**src/rtl/ax309_mem_ctl.sv**
```systemverilog
// ax309_mem_ctl: Wishbone classic slave fronting the 8K x 16 block-RAM port.
// Converts one Wishbone cycle into the RAM's registered address / write-enable
// sequence and returns a single-cycle acknowledge.
module ax309_mem_ctl #(
  parameter int unsigned WAIT = 0
) (
  input  logic        clk,
  input  logic        rst_n,
  input  logic [13:0] wb_adr_i,
  input  logic [15:0] wb_dat_i,
  output logic [15:0] wb_dat_o,
  input  logic        wb_cyc_i,
  input  logic        wb_stb_i,
  input  logic        wb_we_i,
  input  logic [1:0]  wb_sel_i,
  output logic        wb_ack_o,
  output logic [12:0] mem_addr,
  output logic [15:0] mem_din,
  output logic        mem_we,
  output logic [1:0]  mem_be,
  input  logic [15:0] mem_dout
);

  typedef enum logic [2:0] {
    S_IDLE,
    S_ACCESS,
    S_WAIT,
    S_COMPLETE,
    S_ACKED
  } state_t;

  state_t      state;
  state_t      state_next;
  logic [2:0]  wait_cnt;
  logic        rd_op;
  logic        request;
  logic        unused_adr_bit;

  // Byte address bit 0 carries no information for a 16-bit word RAM.
  assign unused_adr_bit = wb_adr_i[0];
  assign request        = wb_cyc_i & wb_stb_i;

  // State register.
  always_ff @(posedge clk or negedge rst_n) begin
    if (!rst_n) state <= S_IDLE;
    else        state <= state_next;
  end

  // Next-state logic; WAIT state count equals the WAIT parameter.
  always_comb begin
    state_next = state;
    case (state)
      S_IDLE:     if (request) state_next = S_ACCESS;
      S_ACCESS:   state_next = (WAIT != 0) ? S_WAIT : S_COMPLETE;
      S_WAIT:     if (wait_cnt == 3'd1) state_next = S_COMPLETE;
      S_COMPLETE: state_next = S_ACKED;
      S_ACKED:    state_next = S_IDLE;
      default:    state_next = S_IDLE;
    endcase
  end

  // Registered datapath: request capture, RAM port drive, read capture, ack.
  always_ff @(posedge clk or negedge rst_n) begin
    if (!rst_n) begin
      wb_dat_o <= '0;
      wb_ack_o <= 1'b0;
      mem_addr <= '0;
      mem_din  <= '0;
      mem_we   <= 1'b0;
      mem_be   <= '0;
      wait_cnt <= '0;
      rd_op    <= 1'b0;
    end else begin
      case (state)
        S_IDLE: begin
          if (request) begin
            mem_addr <= wb_adr_i[13:1];
            mem_be   <= wb_sel_i;
            mem_we   <= wb_we_i;
            mem_din  <= wb_dat_i;
            rd_op    <= ~wb_we_i;
          end
        end
        S_ACCESS: begin
          // RAM latches address and enables on this edge; the write itself
          // lands one edge later while mem_din is still held.
          mem_we   <= 1'b0;
          wait_cnt <= 3'(WAIT);
        end
        S_WAIT: begin
          wait_cnt <= wait_cnt - 3'd1;
        end
        S_COMPLETE: begin
          if (rd_op) wb_dat_o <= mem_dout;
          // An aborted cycle still completes at the RAM but is not acked.
          wb_ack_o <= wb_cyc_i;
        end
        S_ACKED: begin
          wb_ack_o <= 1'b0;
        end
        default: ;
      endcase
    end
  end

endmodule

```
**config.mk**
```make
export PLATFORM = sky130hd
export DESIGN_NAME = ax309_mem_ctl
export DESIGN_NICKNAME = d
export VERILOG_FILES = /design/src/rtl/ax309_mem_ctl.sv
export SDC_FILE = /design/constraint.sdc
export NUM_CORES = 1
export LEC_CHECK = 0
export ABC_CLOCK_PERIOD_IN_PS = 3680
export BUFFER_PORTS_ARGS = -buffer_cell sky130_fd_sc_hd__clkbuf_2
export CAP_MARGIN = 30
export CORE_MARGIN = 2
export CORE_UTILIZATION = 50
export CTS_BUF_LIST = sky130_fd_sc_hd__clkbuf_8 sky130_fd_sc_hd__clkbuf_16
export CTS_CLUSTER_SIZE = 25
export DETAILED_ROUTE_END_ITERATION = 7
export PLACE_DENSITY = 0.84
export SYNTH_ARGS = -nofsm -noshare
export SYNTH_HDL_FRONTEND = slang
export SYNTH_SLANG_ARGS = --single-unit
```
**constraint.sdc**
```tcl
create_clock -name clk -period 3.68 [get_ports clk]
set_input_delay 0.552 -clock clk [delete_from_list [all_inputs] [get_ports clk]]
set_output_delay 0.552 -clock clk [all_outputs]
set_load 0.05 [all_outputs]
```
# After elaboration in Yosys (flattened, before gate mapping)
# Index checks and enable logic that the tools add are counted.
[totals]
regBits = 56
input_bits = 53
output_inout_bits = 49
elab_cells = 34
[op_classes]
add_sub_neg = 1
n_eq_ne = 7
n_mux = 7
n_bitwise = 2
n_reduce_logical = 8
[op_table]
columns = ["operator", "count"]
rows = [
  ["$pmux W3 S4", 1],
  ["$reduce_and A2 Y1", 4],
  ["$eq A3 B1 Y1 const B", 2],
  ["$eq A3 B2 Y1 const B", 2],
  ["$mux W3", 2],
  ["$pmux W3 S2", 1],
  ["$reduce_bool A2 Y1", 3],
  ["$ne A2 B2 Y1 const B", 2],
  ["$pmux W1 S2", 2],
  ["$eq A3 B3 Y1 const B", 1],
  ["$logic_not A3 Y1", 1],
  ["$sub A3 B1 Y3 const B", 1],
  ["$and A1 B1 Y1", 1],
  ["$mux W1", 1],
  ["$not A1 Y1", 1],
]

# Depth between registers and ports, before layout
# Gate-level depths: netlist of run 1.
[depth]
word_depth = 3
depth_mapped = 5
depth_no_buf = 5

# Worst setup path before layout of run 1
# OpenSTA, ideal clock, no wires.
[synth_timing]
path_type = "input to register"
from = "in wb_cyc_i"
to = "reg mem_din[11]"
setup_time_ns = 0.125
arrival_time_ns = 1.487
required_time_ns = 3.555
setup_slack_ns = 2.068
stages = 4
path_buffers = 1
path_cell_list = "nand2_1 nor4_4 buf_6 mux2_2"
[synth_via]
elab_chain_len = 2
[synth_rtl]
columns = ["element", "line", "rtl"]
rows = [
  ["start: declaration", "12", "input logic wb_cyc_i,"],
  ["$and A1 B1 Y1", "41", "assign request = wb_cyc_i & wb_stb_i;"],
  ["$reduce_and A2 Y1 (no source line)", "n/a", ""],
  ["end signal: assignment", "80", "mem_din <= wb_dat_i;"],
  ["end: declaration", "18", "output logic [15:0] mem_din,"],
]
# Every way passes these cells.
# A chain may end at the register's enable or synchronous reset.

# Worst setup path after layout of run 1
[layout_timing]
from = "reg state[0]"
to = "reg mem_din[4]"
[layout_via]
elab_chain_len = 2
[layout_rtl]
columns = ["element", "line", "rtl"]
rows = [
  ["start: declaration", "32", "state_t state;"],
  ["start signal: assignment", "46", "else state <= state_next;"],
  ["$logic_not A3 Y1", "74", "case (state)"],
  ["$reduce_and A2 Y1 (no source line)", "n/a", ""],
]
# Every way passes these cells.

==> results of run 1 <==
-- flip-flops by register name, summed over array words and instances, names as in the netlist --
| signal | flops |
|---|---|
| mem_we | 1 |
| mem_addr | 13 |
| wait_cnt | 3 |
| wb_dat_o | 16 |
| mem_be | 2 |
| state | 3 |
| mem_din | 16 |
| wb_ack_o | 1 |
| rd_op | 1 |
-- metal layers --
metal | vias to the layer above | track usage (%) | routed length, um
li1 | 717 | - | -
met1 | 806 | 23.7 | 1740
met2 | 39 | 34.8 | 2570
met3 | 11 | 3.85 | 142
met4 | 0 | 8.18 | 125
met5 | - | 0 | 0
-- cell families after synthesis --
kind of cell	count (synthesis)	share of synthesized area (%)
fa+ha+maj	2	1.11
xor+xnor	1	0.389
flops	56	62.3
mux	48	24.0
simple gates	11	3.45
compound gates	17	4.67
buf+inv	14	4.17
-- cell usage in the layout, fill, tap and decap left out, drive strengths merged --
cell,n
dfrtp,56
a21oi,5
clkbuf,106
ha,2
mux2,47
clkinv,1
inv,8
nor4,1
and3b,1
o21a,1
and2,1
nor3b,2
mux2i,1
nand2,4
o21ai,5
a31oi,2
xnor2,1
a311oi,1
buf,3
a221oi,1
a21o,1
nor2,2
a21bo,1
-- how the worst min path moves through the flow --
| stage | start | to | slack, ns | cells past startpoint |
|---|---|---|---|---|
| after CTS | rst_n | wait_cnt[1] | 0.10 | 1 |
| after global routing | rst_n | wait_cnt[1] | 0.11 | 1 |
| final | rst_n | wait_cnt[1] | 0.1 | 1 |
| after floorplan | rst_n | mem_addr[0] | 0.26 | 0 |
| after detailed placement | rst_n | mem_addr[0] | 0.44 | 1 |
| after global placement | mem_din[10] | mem_din[10] | 0.47 | 1 |
-- cell type report --
class / instances / area share, %
clock inverter: 2 / 0.478
clock buffer: 6 / 2.87
sequential: 56 / 48.7
timing repair buffer: 103 / 18.6
inverter: 7 / 0.912
multi-input combinational: 79 / 26.2
tap: 52 / 2.26
-- stage by stage --
step           instances  utilization, %
2_1_floorplan        149               -
3_3_place_gp         296            63.5
3_5_place_dp         297            63.9
4_1_cts              305            66.1
5_1_grt              305            66.1
6_report             305            66.1
==> run_results.csv, run 1 <==
group,metric,value,unit
timing,fin_setup_tns,0,ns
synth,yosysSeqAreaShare,62.3,%
route,route.vias.total,1573,
critical_path,cp-startpoint,"state[0]",
layout,nNetsFinal,307,
critical_path,cp-endpoint,"mem_din[4]",
global_route,globalRouteTotalUtil,19.7,%
timing,final_hold_violation_count,0,
critical_path,ff2ff_setup_slack,1.82,ns
route,routedWlPerCell,15.0,um
critical_path,timing.critical_path.max_delay_family,"flip-flops",
global_route,antenna_violations_before_repair,0,
timing,clock.fmax,537,MHz
critical_path,cp_data_arrival_time,2.06,ns
synth,synth.avg_cell_area,15.1,um2
critical_path,worst_r2r_path_depth,3,
layout,layout.area.seq,1400,um2
route,drt-initial-drc-count,78,
clocking,htree_levels,2,
timing,final-max-slew-violation-count,0,
synth,netlist_top_cells_area,"sky130_fd_sc_hd__dfrtp_1 62%, sky130_fd_sc_hd__mux2_2 23%, sky130_fd_sc_hd__buf_6 2.0%, sky130_fd_sc_hd__inv_1 1.2%, sky130_fd_sc_hd__a21oi_1 1.1%",
timing,setup_viol_count_final,0,
clocking,tritoncts_num_sinks,56,
critical_path,critical-path-slowest-cell,"sky130_fd_sc_hd__dfrtp_1",
timing,grt_setup_unrepaired,"false",
global_route,pin_count_of_the_biggest_net_entering_global_routing,32,
run,max_cap_violations,0,
die,fp.dieH,71.1,um
route,wl_final,4.58,mm
placed_design,placed_cell_area,2780,um2
critical_path,critical_path_buf_inv_count,1,
timing,final.period_utilization,50.6,%
die,initial_core_util,51.7,%
timing,timing.slew.headroom,73.8,%
critical_path,startpoint_type,"register",
layout,post_route_cell_area,2880,um2
status,outcome,"complete, no violations",
clocking,cts_tree,"built",
layout,nFillCells,325,
critical_path,critical_path_depth,3,
placed_design,place_ws,1.72,ns
synth,synth_most_common_cell,"sky130_fd_sc_hd__dfrtp_1",
timing,fin_crit,1.86,ns
clocking,post_cts.repair.setup_buffers,0,
timing,minimum_setup_slack_in_the_final_design,1.82,ns
layout,post_route_cells_drive_above_1_share,63.2,%
timing,timing.hold.ws,0.0987,ns
synth,syn_inst,149,
synth,ys_async_sr_fraction,100,%
clocking,clockBufferDepth,2,
synth,syn_nets,204,
clocking,ctsHoldBuffers,0,
layout,multi_input_comb_area,756,um2
critical_path,critical_path.max_stage_delay,0.52,ns
clocking,ctsResizeCount,0,
route,drtAntennaViolNets,0,
timing,timing_worst_slew_pin_value,0.394,ns
die,die_w,71.1,um
critical_path,worstSetupEndpointType,"register",
synth,ys_seq_elements,56,
synth,synth.top_cells.by_count,"56 x sky130_fd_sc_hd__dfrtp_1, 45 x sky130_fd_sc_hd__mux2_2, 7 x sky130_fd_sc_hd__inv_1",
synth,yosys_warnings,0,
layout,area_delta_synth_final,28.0,%
critical_path,beginning_of_the_worst_register_to_register_path,"state[0]",
clocking,clock_latency_on_the_worst_skew_pair,0.31,ns
critical_path,crit_path_cell_trace,"nor4_4 > buf_4 > mux2_2",
critical_path,worst_ep_required_time,3.88,ns
clocking,cts-buffers-inserted,5,
placed_design,portBuffers,100,
critical_path,path_class,"reg -> reg",
clocking,clockRootBuffer,"sky130_fd_sc_hd__clkbuf_8",
synth,synth_largest_area_cell,"sky130_fd_sc_hd__dfrtp_1",
synth,synth_area,2250,um2
route,viasPerCell,5.16,
worst_hold_path,min-delay-path-class,"in -> async",
die,die_area,5050,um2
synth,synth.top_cell.area_share,62.3,%
die,ios,102,
die,std_cell_rows,24,
route,route.detailed.drc,0,
synth,number_of_synthesized_flops_with_an_enable_pin,0,
die,standard_cell_core_area,4350,um2
timing,finalClockSkew,0.00833,ns
critical_path,critical_path.max_fanout,31,
layout,antenna_cells_inserted,0,
synth,count_of_distinct_cell_types_in_the_synthesized_netlist,24,
placed_design,gp_congestion,0.729,
placed_design,dp_hpwl,3.38,mm
critical_path,r2r-end,"mem_din[4]",
global_route,grt_pass1_vias,1674,
route,drt_pre_antenna_iters,4,
clocking,clkTransAtPathRegs,0.10,ns
global_route,globalRoute.totalOverflow,0,
synth,ys.flop_type,"sky130_fd_sc_hd__dfrtp_1",
global_route,global_route_wire_length_before_repair,7.80,mm
Power of run 1 is left out: the tool's default activity adds up to more than one toggle a clock period on the data nets, which glitch-free logic cannot reach.
==> inputs of run 2 (changes only) <==
- ABC_AREA: unset -> 1
- ABC_CLOCK_PERIOD_IN_PS: 3680 -> 1930
- CORE_UTILIZATION: 50 -> 47
- PLACE_DENSITY: 0.84 -> 0.79
- clock period: 3.68 -> 1.93 ns (I/O delays scaled with it)
==> run_results.csv, run 2 <==
group,metric,value,unit
status,outcome,"complete, no violations",
layout,nNetsFinal,407,
placed_design,placed_cell_area,2890,um2
route,viasPerCell,4.48,
layout,top_regs,"mem_din x16, wb_dat_o x16, mem_addr x13",
route,wl_final,4.48,mm
synth,yosys-mux-area-fraction,0,%
layout,area_delta_synth_final,27.2,%
critical_path,critical_path.max_fanout,14,
timing,clock.fmax,782,MHz
synth,count_of_distinct_cell_types_in_the_synthesized_netlist,18,
pwr,power-per-cell-area,2000,nW/um2
clocking,clockBufferDepth,2,
global_route,antenna_violations_before_repair,0,
placed_design,gp_congestion,0.758,
worst_hold_path,min-delay-path-class,"in -> reg",
pwr,cell_internal_pwr,2.76,mW
clocking,tritoncts_num_sinks,56,
synth,yosys_warnings,0,
route,route.detailed.drc,0,
synth,ys.flop_type,"sky130_fd_sc_hd__dfrtp_1",
synth,syn_nets,306,
clocking,clockRootBuffer,"sky130_fd_sc_hd__clkbuf_8",
timing,fin_setup_tns,0,ns
global_route,pin_count_of_the_biggest_net_entering_global_routing,67,
critical_path,cp_data_arrival_time,1.47,ns
die,ios,102,
route,routedWlPerCell,10.7,um
synth,number_of_synthesized_flops_with_an_enable_pin,0,
global_route,global_route_wire_length_before_repair,7.38,mm
layout,antenna_cells_inserted,0,
pwr,ir_drop_worst_vdd,1010,uV
timing,final-max-slew-violation-count,0,
synth,post_synth_xor_area_fraction,0.372,%
die,die_w,74.8,um
critical_path,startpoint_type,"register",
synth,synth_simple_gate_area_share,15.0,%
die,standard_cell_core_area,4790,um2
clocking,cts-buffers-inserted,5,
timing,grt_setup_unrepaired,"false",
worst_hold_path,hold-path-cell-count,3,
synth,synth.avg_cell_area,9.38,um2
run,max_cap_violations,0,
pwr,power,5.99,mW
critical_path,worstSetupEndpointType,"register",
synth,synth_most_common_cell,"sky130_fd_sc_hd__nand2_1",
route,drt-initial-drc-count,48,
layout,instances_no_fill,420,
route,drtAntennaViolNets,0,
layout,post_route_cells_drive_above_1_share,36.8,%
timing,final.period_utilization,66.3,%
pwr,clock_power_share,10.8,%
synth,synth.top_cells.by_count,"72 x sky130_fd_sc_hd__nand2_1, 56 x sky130_fd_sc_hd__dfrtp_1, 39 x sky130_fd_sc_hd__inv_1",
pwr,power_leakage,1.73,nW
timing,finalClockSkew,0.00423,ns
route,drt_pre_antenna_iters,4,
critical_path,path_class,"reg -> reg",
die,die_area,5590,um2
global_route,globalRouteTotalUtil,16.9,%
layout,mostFrequentLayoutCells,"100 x sky130_fd_sc_hd__clkbuf_2, 72 x sky130_fd_sc_hd__nand2_1, 56 x sky130_fd_sc_hd__dfrtp_1",
synth,ys_seq_elements,56,
synth,netlist_top_cells_area,"sky130_fd_sc_hd__dfrtp_1 60%, sky130_fd_sc_hd__nand2_1 11%, sky130_fd_sc_hd__inv_1 6.2%, sky130_fd_sc_hd__o21ai_1 6.2%, sky130_fd_sc_hd__o21ai_2 4.8%",
synth,synth_top_family_by_area,"simple AND/OR/NAND/NOR gates",
global_route,globalRoute.totalOverflow,0,
clocking,htree_levels,2,
synth,yosysSeqAreaShare,59.5,%
placed_design,dpl.cell_count,411,
timing,setup_viol_count_final,0,
synth,synth_compound_area_share,13.6,%
timing,timing_worst_slew_pin_value,0.431,ns
clocking,ctsResizeCount,0,
synth,syn_inst,251,
critical_path,worst_ep_required_time,2.12,ns
pwr,power.share.combinational,55.3,%
layout,final_common_cell,"sky130_fd_sc_hd__clkbuf_2",
critical_path,worst_r2r_path_depth,5,
die,fp.dieH,74.8,um
timing,timing.slew.headroom,71.3,%
route,route.vias.total,1881,
placed_design,dp_hpwl,3.34,mm
synth,synth_area,2350,um2
die,std_cell_rows,25,
die,initial_core_util,49.2,%
clocking,cts_tree,"built",
synth,synth.top_cell.area_share,59.5,%
global_route,grt_pass1_vias,1762,
clocking,clock_latency_on_the_worst_skew_pair,0.30,ns
clocking,clkTransAtPathRegs,0.10,ns
pwr,p_switching,3.23,mW
synth,yosys.area_share.adder,1.06,%
placed_design,portBuffers,100,
timing,final_hold_violation_count,0,
synth,ys_async_sr_fraction,100,%
pwr,power.sequential.fraction,33.9,%
pwr,power_switching_share,53.9,%
timing,fin_crit,1.28,ns
synth,synth_largest_area_cell,"sky130_fd_sc_hd__dfrtp_1",
layout,post_route_cell_area,2990,um2
## run 2: changes by cell type after synthesis, sizes merged, moves of 2 or more
cell   delta
a21oi     -4
nand3     +9
a31oi     -2
buf       +4
mux2     -47
nor2      +3
inv      +34
o21ai    +48
nand2    +68
nor3b     -2
## run 2: cell type report
| class | instances | area, um2 |
|---|---|---|
| fillers | 423 | 1790 |
| flip-flops and latches | 56 | 1400 |
| multi-input cells | 143 | 707 |
| repair buffers | 105 | 553 |
| inverters | 41 | 154 |
| well taps | 67 | 83.8 |
| clock buffers | 6 | 82.6 |
| clock inverters | 2 | 11.3 |
## run 2: metrics by stage
step / worst slack (ns) / utilization (%) / hold WS, ns
3_3_place_gp: 0.719 / 60.4 / 0.248
5_1_grt: 0.494 / 62.5 / 0.167
6_report: 0.651 / 62.5 / 0.177
3_5_place_dp: 0.659 / 60.4 / 0.249
2_1_floorplan: 0.774 / - / -0.00609
4_1_cts: 0.655 / 62.5 / 0.170
## run 2: cells by family (layout without fill, tap and decap cells)
kind of cell / count (synthesis) / in the layout
compound gates: 54 / 54
buf+inv: 52 / 154
flops: 56 / 56
simple gates: 86 / 86
fa+ha+maj: 2 / 2
xor+xnor: 1 / 1
## run 2: critical path, stage by stage (launching register included)
cell,delay [ns]
sky130_fd_sc_hd__dfrtp_1,0.40
sky130_fd_sc_hd__inv_2,0.11
sky130_fd_sc_hd__nand3_2,0.18
sky130_fd_sc_hd__buf_4,0.24
sky130_fd_sc_hd__o21ai_0,0.18
sky130_fd_sc_hd__nand2_1,0.07
## run 2: what timing repair did
action / 4_1_cts / 5_1_grt
endpoints found under the setup margin: 0 / 0
hold buffers: 1 / 0
setup buffers: 0 / 0
endpoints found under the hold margin: 16 / 0
## run 2: power groups by stage
stage               clock [mW]  combinational (mW)  sequential (mW)
floorplan                    0               0.926             3.72
global placement             0                3.28             2.03
detailed placement           0                3.35             2.05
CTS                      0.671                3.35             2.03
global route             0.716                3.58             2.11
finish                   0.646                3.32             2.03
## run 2: routing by layer
| metal | vias up | global-route usage, % | share of wire, % |
|---|---|---|---|
| li1 | 976 | - | - |
| met1 | 830 | 21.9 | 47 |
| met2 | 70 | 28.6 | 46 |
| met3 | 5 | 4.69 | 6.9 |
| met4 | 0 | 4.17 | 0.89 |
| met5 | - | 0 | 0 |
## run 2: path summary, 6_finish.rpt
path / startpoint / end / slack (ns)
hold / removal: mem_dout[6] / wb_dat_o[6] / 0.18
min in group asynchronous: rst_n / mem_addr[7] / 0.45
setup / recovery: state[2] / wb_dat_o[0] / 0.65
max in group asynchronous: rst_n / mem_din[3] / 0.87
hold reg to reg: wb_dat_o[13] / wb_dat_o[13] / 0.49
setup reg to reg: state[2] / wb_dat_o[0] / 0.65
(Power assumes the default switching activity.)
==> inputs of run 3 (changes only) <==
- ABC_AREA: 1 -> 0
- ABC_CLOCK_PERIOD_IN_PS: 1930 -> 1200
- CORE_UTILIZATION: 47 -> 46
- clock period: 1.93 -> 1.2 ns (I/O delays scaled with it)
==> run_results.csv, run 3 (synthesis gave the netlist of run 1 again) <==
group,metric,value,unit
critical_path,worst_ep_required_time,1.39,ns
die,standard_cell_core_area,4720,um2
layout,post_layout_util,66.7,%
critical_path,critical_path.max_stage_delay,0.43,ns
timing,final_hold_violation_count,0,
route,route.detailed.drc,0,
clocking,tritoncts_num_sinks,56,
clocking,clockRootBuffer,"sky130_fd_sc_hd__clkbuf_8",
critical_path,cp_data_arrival_time,1.70,ns
status,outcome,"finished, violations left",
critical_path,critical_path_buf_inv_count,1,
die,die_area,5470,um2
critical_path,worstSetupEndpointType,"register",
critical_path,critical-path-slowest-cell,"sky130_fd_sc_hd__dfrtp_1",
route,drtAntennaViolNets,0,
clocking,clkTransAtPathRegs,0.10,ns
die,ios,102,
run,max_cap_violations,0,
route,viasPerCell,4.84,
worst_hold_path,min-delay-path-class,"in -> reg",
layout,post_route_cells_drive_above_1_share,66.2,%
timing,setup_viol_count_final,50,
layout,nFillCells,350,
timing,final.period_utilization,125,%
placed_design,gp_congestion,0.785,
clocking,clock_latency_on_the_worst_skew_pair,0.31,ns
layout,top_regs,"mem_din x16, wb_dat_o x16, mem_addr x13",
clocking,htree_levels,2,
global_route,globalRouteTotalUtil,16.8,%
die,fp.dieH,74.0,um
layout,nNetsFinal,317,
global_route,global_route_wire_length_before_repair,6.97,mm
critical_path,crit_path_cell_trace,"nor4_4 > buf_12 > mux2_2",
timing,minimum_setup_slack_in_the_final_design,-0.303,ns
route,drt-initial-drc-count,74,
timing,timing_worst_slew_pin_value,0.367,ns
timing,fin_crit,1.50,ns
die,die_w,74.0,um
global_route,grt_pass1_vias,1565,
die,initial_core_util,47.7,%
route,wl_final,4.68,mm
layout,mostFrequentLayoutCells,"99 x sky130_fd_sc_hd__clkbuf_2, 56 x sky130_fd_sc_hd__dfrtp_1, 24 x sky130_fd_sc_hd__mux2_4",
placed_design,dp_hpwl,3.35,mm
route,route.vias.total,1596,
global_route,pin_count_of_the_biggest_net_entering_global_routing,57,
layout,final_common_cell,"sky130_fd_sc_hd__clkbuf_2",
layout,area_delta_synth_final,40.0,%
status,failed_checks,"setup timing",
critical_path,path_class,"reg -> reg",
layout,antenna_cells_inserted,0,
route,drt_pre_antenna_iters,4,
critical_path,timing.critical_path.max_delay_family,"flip-flops",
layout,layout.area.seq,1400,um2
die,std_cell_rows,25,
clocking,cts-buffers-inserted,5,
timing,final-max-slew-violation-count,0,
critical_path,startpoint_type,"register",
route,routedWlPerCell,14.2,um
clocking,cts_tree,"built",
timing,finalClockSkew,0.00351,ns
layout,multi_input_comb_area,898,um2
placed_design,portBuffers,100,
global_route,globalRoute.totalOverflow,0,
clocking,clockBufferDepth,2,
critical_path,critical_path.max_fanout,33,
global_route,antenna_violations_before_repair,0,
timing,clock.fmax,665,MHz
timing,timing.slew.headroom,75.6,%
timing,grt_setup_unrepaired,"true",
[run 3: cell types whose count changed in the layout (fill, tap and decap cells not counted), sizes merged, moves of 4 or more]
cell	change
nand3	-9
nand2	-67
inv	-33
o21ai	-48
buf	+8
mux2	+47
a21oi	+4
[run 3: final cells by class]
class	count	area share (%)
Inverter	7	0.834
Clock buffer	5	2.18
Timing Repair Buffer	112	20.0
Multi-Input combinational cell	80	28.5
Sequential cell	56	44.5
Tap cell	67	2.66
Clock inverter	3	1.35
[run 3: what timing repair did]
action,4_1_cts,5_1_grt
endpoints found under the hold margin,56,0
hold buffers,1,0
gates cloned,1,0
pin swaps,3,3
gates resized for setup,4,9
setup endpoints to repair,50,53
buffers inserted,1,3
[run 3: routing by layer]
layer	vias to the layer above	wire [um]	global-route usage, %
li1	748	-	-
met1	776	1930	19.0
met2	66	2320	29.8
met3	6	364	5.69
met4	0	63	5.45
met5	-	0	0
[run 3: metrics by stage]
stage	hold WS (ns)	worst slack (ns)	cell area, um2	cells	setup TNS (ns)
2_1_floorplan	-0.116	-0.371	2360	149	-13.98
3_3_place_gp	0.205	-0.257	2960	318	-10.17
3_5_place_dp	0.206	-0.285	2960	318	-10.94
4_1_cts	0.0638	-0.304	3120	328	-11.81
5_1_grt	0.0681	-0.358	3150	330	-14.06
6_report	0.0851	-0.303	3150	330	-11.64
[run 3: path summary, 6_finish.rpt]
kind,from,endpoint,slack [ns],cells after the start
max,state[2],mem_be[0],-0.30,3
min,wb_we_i,rd_op,0.09,2
max reg2reg,state[2],mem_be[0],-0.30,3
max in group asynchronous,rst_n,mem_addr[11],0.55,3
min in group asynchronous,rst_n,mem_addr[4],0.38,3
min reg2reg,mem_addr[1],mem_addr[1],0.51,1
[run 3: worst register-to-register path, stage by stage (launching register included)]
cell	delay, ns
sky130_fd_sc_hd__dfrtp_1	0.43
sky130_fd_sc_hd__nor4_4	0.33
sky130_fd_sc_hd__buf_12	0.26
sky130_fd_sc_hd__mux2_2	0.38
Power of run 3 is left out for the same reason.
